===== src/rtl/hxd32_mem_arb.sv =====
// Single-port SRAM arbiter between hxd32 instruction fetch (I) and load/store (D) paths.
// Define HXD32_MEM_ARB_RR_EN for round-robin contention instead of D priority with starve escape.
module hxd32_mem_arb #(
  parameter int unsigned XLEN       = 32,
  parameter int unsigned RD_LAT     = 1,
  parameter int unsigned STARVE_MAX = 3
) (
  input  logic            clk_i,
  input  logic            rst_n_i,
  input  logic            ireq_valid_i,
  input  logic [XLEN-1:0] ireq_addr_i,
  output logic            ireq_ready_o,
  output logic            irsp_valid_o,
  output logic [XLEN-1:0] irsp_data_o,
  input  logic            dreq_valid_i,
  input  logic [3:0]      dreq_byte_en_i,
  input  logic [XLEN-1:0] dreq_addr_i,
  input  logic [XLEN-1:0] dreq_wr_data_i,
  output logic            dreq_ready_o,
  output logic            drsp_valid_o,
  output logic [XLEN-1:0] drsp_data_o,
  output logic            mem_en_o,
  output logic [XLEN-1:0] mem_addr_o,
  output logic [3:0]      mem_wr_byte_en_o,
  output logic [XLEN-1:0] mem_wr_data_o,
  input  logic [XLEN-1:0] mem_rd_data_i
);

  typedef enum logic {OwnI = 1'b0, OwnD = 1'b1} owner_e;

  // Requests are masked while reset is asserted so nothing is granted or strobed.
  logic i_vld, d_vld, i_win, d_win;
  assign i_vld = ireq_valid_i & rst_n_i;
  assign d_vld = dreq_valid_i & rst_n_i;

`ifdef HXD32_MEM_ARB_RR_EN
  owner_e rr_last_q, rr_last_d;

  always_comb begin
    i_win     = i_vld & (~d_vld | (rr_last_q == OwnD));
    d_win     = d_vld & ~i_win;
    rr_last_d = rr_last_q;
    if (i_vld && d_vld) begin
      rr_last_d = i_win ? OwnI : OwnD;
    end
  end

  always_ff @(posedge clk_i or negedge rst_n_i) begin
    if (!rst_n_i) begin
      rr_last_q <= OwnD;
    end else begin
      rr_last_q <= rr_last_d;
    end
  end
`else
  localparam int unsigned StarveW = (STARVE_MAX > 0) ? $clog2(STARVE_MAX + 1) : 1;
  localparam logic [StarveW-1:0] StarveMaxW = StarveW'(STARVE_MAX);
  localparam bit StarveEn = (STARVE_MAX != 0);

  logic [StarveW-1:0] starve_q, starve_d;
  logic               starve_esc;

  always_comb begin
    starve_esc = StarveEn && (starve_q == StarveMaxW);
    i_win      = i_vld & (~d_vld | starve_esc);
    d_win      = d_vld & ~i_win;
    starve_d   = starve_q;
    if (!ireq_valid_i || i_win) begin
      starve_d = '0;
    end else if (starve_q != StarveMaxW) begin
      starve_d = starve_q + 1'b1;
    end
  end

  always_ff @(posedge clk_i or negedge rst_n_i) begin
    if (!rst_n_i) begin
      starve_q <= '0;
    end else begin
      starve_q <= starve_d;
    end
  end
`endif

  assign ireq_ready_o = i_win;
  assign dreq_ready_o = d_win;
  assign mem_en_o     = i_win | d_win;

  always_comb begin
    mem_addr_o       = '0;
    mem_wr_byte_en_o = '0;
    mem_wr_data_o    = '0;
    if (i_win) begin
      mem_addr_o = ireq_addr_i;
    end else if (d_win) begin
      mem_addr_o       = dreq_addr_i;
      mem_wr_byte_en_o = dreq_byte_en_i;
      mem_wr_data_o    = dreq_wr_data_i;
    end
  end

  // Owner tags travel alongside the SRAM read pipeline; writes push an empty slot.
  logic              push_vld;
  owner_e            push_own;
  logic [RD_LAT-1:0] tag_vld_q;
  owner_e            tag_own_q [RD_LAT];

  assign push_vld = i_win | (d_win & (dreq_byte_en_i == 4'b0000));
  assign push_own = i_win ? OwnI : OwnD;

  always_ff @(posedge clk_i or negedge rst_n_i) begin
    if (!rst_n_i) begin
      for (int i = 0; i < RD_LAT; i++) begin
        tag_vld_q[i] <= 1'b0;
        tag_own_q[i] <= OwnI;
      end
    end else begin
      tag_vld_q[0] <= push_vld;
      tag_own_q[0] <= push_own;
      for (int i = 1; i < RD_LAT; i++) begin
        tag_vld_q[i] <= tag_vld_q[i-1];
        tag_own_q[i] <= tag_own_q[i-1];
      end
    end
  end

  always_comb begin
    irsp_valid_o = tag_vld_q[RD_LAT-1] & (tag_own_q[RD_LAT-1] == OwnI);
    drsp_valid_o = tag_vld_q[RD_LAT-1] & (tag_own_q[RD_LAT-1] == OwnD);
    irsp_data_o  = irsp_valid_o ? mem_rd_data_i : '0;
    drsp_data_o  = drsp_valid_o ? mem_rd_data_i : '0;
  end

endmodule


===== config.mk =====
export PLATFORM = sky130hd
export DESIGN_NAME = hxd32_mem_arb
export DESIGN_NICKNAME = d
export VERILOG_FILES = /design/src/rtl/hxd32_mem_arb.sv
export SDC_FILE = /design/constraint.sdc
export NUM_CORES = 1
export LEC_CHECK = 0
export CORE_AREA = 4 4 104 106
export DETAILED_ROUTE_END_ITERATION = 6
export DIE_AREA = 0 0 108 110
export PLACE_DENSITY = 0.67
export SLEW_MARGIN = 10
export SYNTH_ARGS = -nofsm -noshare
export SYNTH_HDL_FRONTEND = slang
export SYNTH_SLANG_ARGS = --single-unit

===== constraint.sdc =====
create_clock -name clk_i -period 1.84 [get_ports clk_i]
set_input_delay 0.368 -clock clk_i [delete_from_list [all_inputs] [get_ports clk_i]]
set_output_delay 0.368 -clock clk_i [all_outputs]
set_load 0.02 [all_outputs]

==> impl_metrics.json <==
{
  "ios": 273,
  "r2r_start": "starve_q[1]",
  "fin_crit_sh_pct": 118,
  "path_class": "flop to output pin",
  "maxClockFrequency_mhz": 462,
  "peakVddDrop_mv": 0.195,
  "dp.cells": 603,
  "drc_errors": 0,
  "initial_core_util_pct": 16.6,
  "synth-seq-cells": 4,
  "vias": 2650,
  "cts_tree": "built",
  "setup_viol_count_final": 70,
  "cp-end-kind": "output pin",
  "drt_pass1_iterations": 4,
  "reg2reg_depth": 7,
  "seq_area_frac_synth_pct": 6.15,
  "syn_nets": 341,
  "grtUsageTotal_pct": 14.4,
  "critPathCapture": "mem_addr_o[19]",
  "worst_setup_path_start_kind": "flop",
  "hold_buffers": 0,
  "totalWireLength_um": 10500,
  "row_count": 36,
  "clock_latency_ns": 0.22,
  "dieArea_um2": 11900,
  "grt_max_degree": 38,
  "layout_setup_ws_ns": -0.324,
  "cts_buffers": 3,
  "drive_gt1_share_pct": 39.5,
  "ant_nets": 0,
  "diodes": 0,
  "syn_avg_cell_area_um2": 7.97,
  "clkSinkCount": 4,
  "crit_start": "starve_q[1]",
  "die_h_um": 110,
  "outcome": "finished, violations left",
  "first_iter_violations": 66,
  "antenna_found_initial": 0,
  "synth_cells": 204,
  "r2r_slack_ns": 0.29,
  "place_congestion": 0.751,
  "dieWidth_um": 108,
  "place_area_um2": 4550,
  "grt_pass1_vias": 2787,
  "fin_skew_ns": 0.00208,
  "grt_overflow": 0,
  "cts_root_buf": "clkbuf_8",
  "dp_hpwl_um": 8020,
  "core-area_um2": 9770,
  "worstMarginPinSlew_ns": 0.321,
  "h-tree-depth": 1,
  "routed_via_density": 4.25,
  "r2r-end": "tag_vld_q",
  "syn_area_um2": 1630,
  "finalNonFillerCells": 624,
  "cp.required_ns": 1.47,
  "grt_setup_unrepaired": "true",
  "final_area_um2": 4990,
  "failed_checks": "setup timing",
  "fin_nets": 630,
  "drv_slew": 0,
  "synth_warnings": 0,
  "hold_viol": 0,
  "routedWlPerCell_um": 16.8,
  "powerDensity_nw_per_um2": 271,
  "grt_pass1_wl_um": 13600,
  "clk_pin_slew_ns": 0.03,
  "max-clock-path-buffers": 2,
  "io_buffers": 272,
  "slew_headroom_pct": 78.6,
  "hold_path_class": "input port to asynchronous set/reset pin",
  "path_max_fanout": 5,
  "leakage_nw": 2.66,
  "area_growth_pct": 207,
  "arrival_ns": 1.80,
  "min_period_ns": 2.16,
  "synthDistinctLibCells": 21,
  "cap_violations": 0
}
## cells in the mapped netlist
library cell | count | share of area, %
buf_12 | 2 | 2.5
and3_1 | 63 | 24
mux2_4 | 25 | 23
or4_1 | 1 | 0.46
mux2_2 | 8 | 5.5
xnor2_1 | 1 | 0.54
and3_2 | 3 | 1.4
and2_1 | 69 | 27
inv_2 | 1 | 0.23
o21a_1 | 1 | 0.46
a21oi_2 | 1 | 0.54
nor2b_1 | 1 | 0.38
ha_1 | 1 | 0.77
clkbuf_1 | 17 | 3.9
o211ai_4 | 1 | 1.3
buf_8 | 1 | 0.92
inv_1 | 1 | 0.23
o21ai_0 | 1 | 0.31
dfrtp_1 | 4 | 6.2
buf_2 | 1 | 0.31
nand2_1 | 1 | 0.23
## cells in the final DEF (no fill, tap or decap), drive strengths merged
cell           netlist  final
xnor2                1      1
a21oi                1      1
buf                  4     99
or4                  1      1
nand2                1      1
clkdlybuf4s15        0     20
dlygate4sd2          0     39
and3                66     66
o21ai                1      1
nor2b                1      1
clkdlybuf4s50        0    132
mux2                33     33
dfrtp                4      4
inv                  2      2
ha                   1      1
and2                69     69
clkbuf              17     18
o211ai               1      1
o21a                 1      1
## kinds of logic (layout without fill, tap and decap cells)
kind of cell | after synthesis | count (layout) | synth area share, %
simple gates | 138 | 138 | 53.2
mux | 33 | 33 | 28.6
buf+inv | 23 | 310 | 8.08
compound gates | 4 | 4 | 2.62
flops | 4 | 4 | 6.15
fa+ha+maj | 1 | 1 | 0.769
xor+xnor | 1 | 1 | 0.539
## flip-flops by register name, indices dropped and copies added (netlist names)
name,count
starve_q,2
tag_vld_q,1
tag_own_q,1
## per-stage QoR
step	setup TNS [ns]	total power, W	worst slack, ns	util, %	hold WS, ns
after detailed placement	-59.17	0.00105	-0.802	46.6	0.713
after global placement	-57.67	0.00103	-0.774	46.6	0.696
after CTS	-14.76	0.00128	-0.329	48.6	0.345
after global routing	-20.96	0.00143	-0.375	51.1	0.354
final	-17.62	0.00135	-0.324	51.1	0.330
after floorplan	-0.532	0.000481	-0.0233	-	0.0724
## worst max-delay path: stages (launching register included)
cell	delay, ns
dfrtp_1	0.40
ha_4	0.19
o211ai_4	0.26
buf_6	0.17
buf_12	0.12
mux2_4	0.30
buf_6	0.13
## how the worst min path moves through the flow
| stage | startpoint | end | slack [ns] | depth (start not counted) |
|---|---|---|---|---|
| global route | rst_n_i | tag_vld_q | 0.35 | 2 |
| detailed placement | starve_q[1] | starve_q[1] | 0.71 | 2 |
| floorplan | rst_n_i | starve_q[0] | 0.07 | 0 |
| finish | rst_n_i | tag_own_q | 0.33 | 2 |
| CTS | rst_n_i | tag_own_q | 0.34 | 2 |
| global placement | starve_q[1] | starve_q[1] | 0.70 | 2 |
## where the power goes
group / internal, W / total (W) / switching [W]
combinational: 0.000664 / 0.00107 / 0.000402
sequential: 0.0000972 / 0.000105 / 0.00000826
clock: 0.000139 / 0.000183 / 0.0000433
total: 0.000900 / 0.00135 / 0.000454
## layer usage
metal | wire length (um) | track usage, %
met4 | 111 | 2.16
met2 | 5890 | 30.9
met1 | 3260 | 12.8
met5 | 0 | 0
met3 | 1190 | 5.07
## area by class of cell
type | count | area [um^2]
tap | 133 | 166
clock buffer | 3 | 41.3
timing repair buffer | 305 | 3150
fill | 951 | 4780
inverter | 2 | 7.51
multi-input combinational | 177 | 1530
sequential | 4 | 100
## timing repair
item,in CTS,in global routing
pin swaps,2,3
resized for setup,492,102
setup endpoints to repair,137,103
buffers inserted,6,5
cloned,2,7
Note: power is estimated with default switching activity, not from simulation.
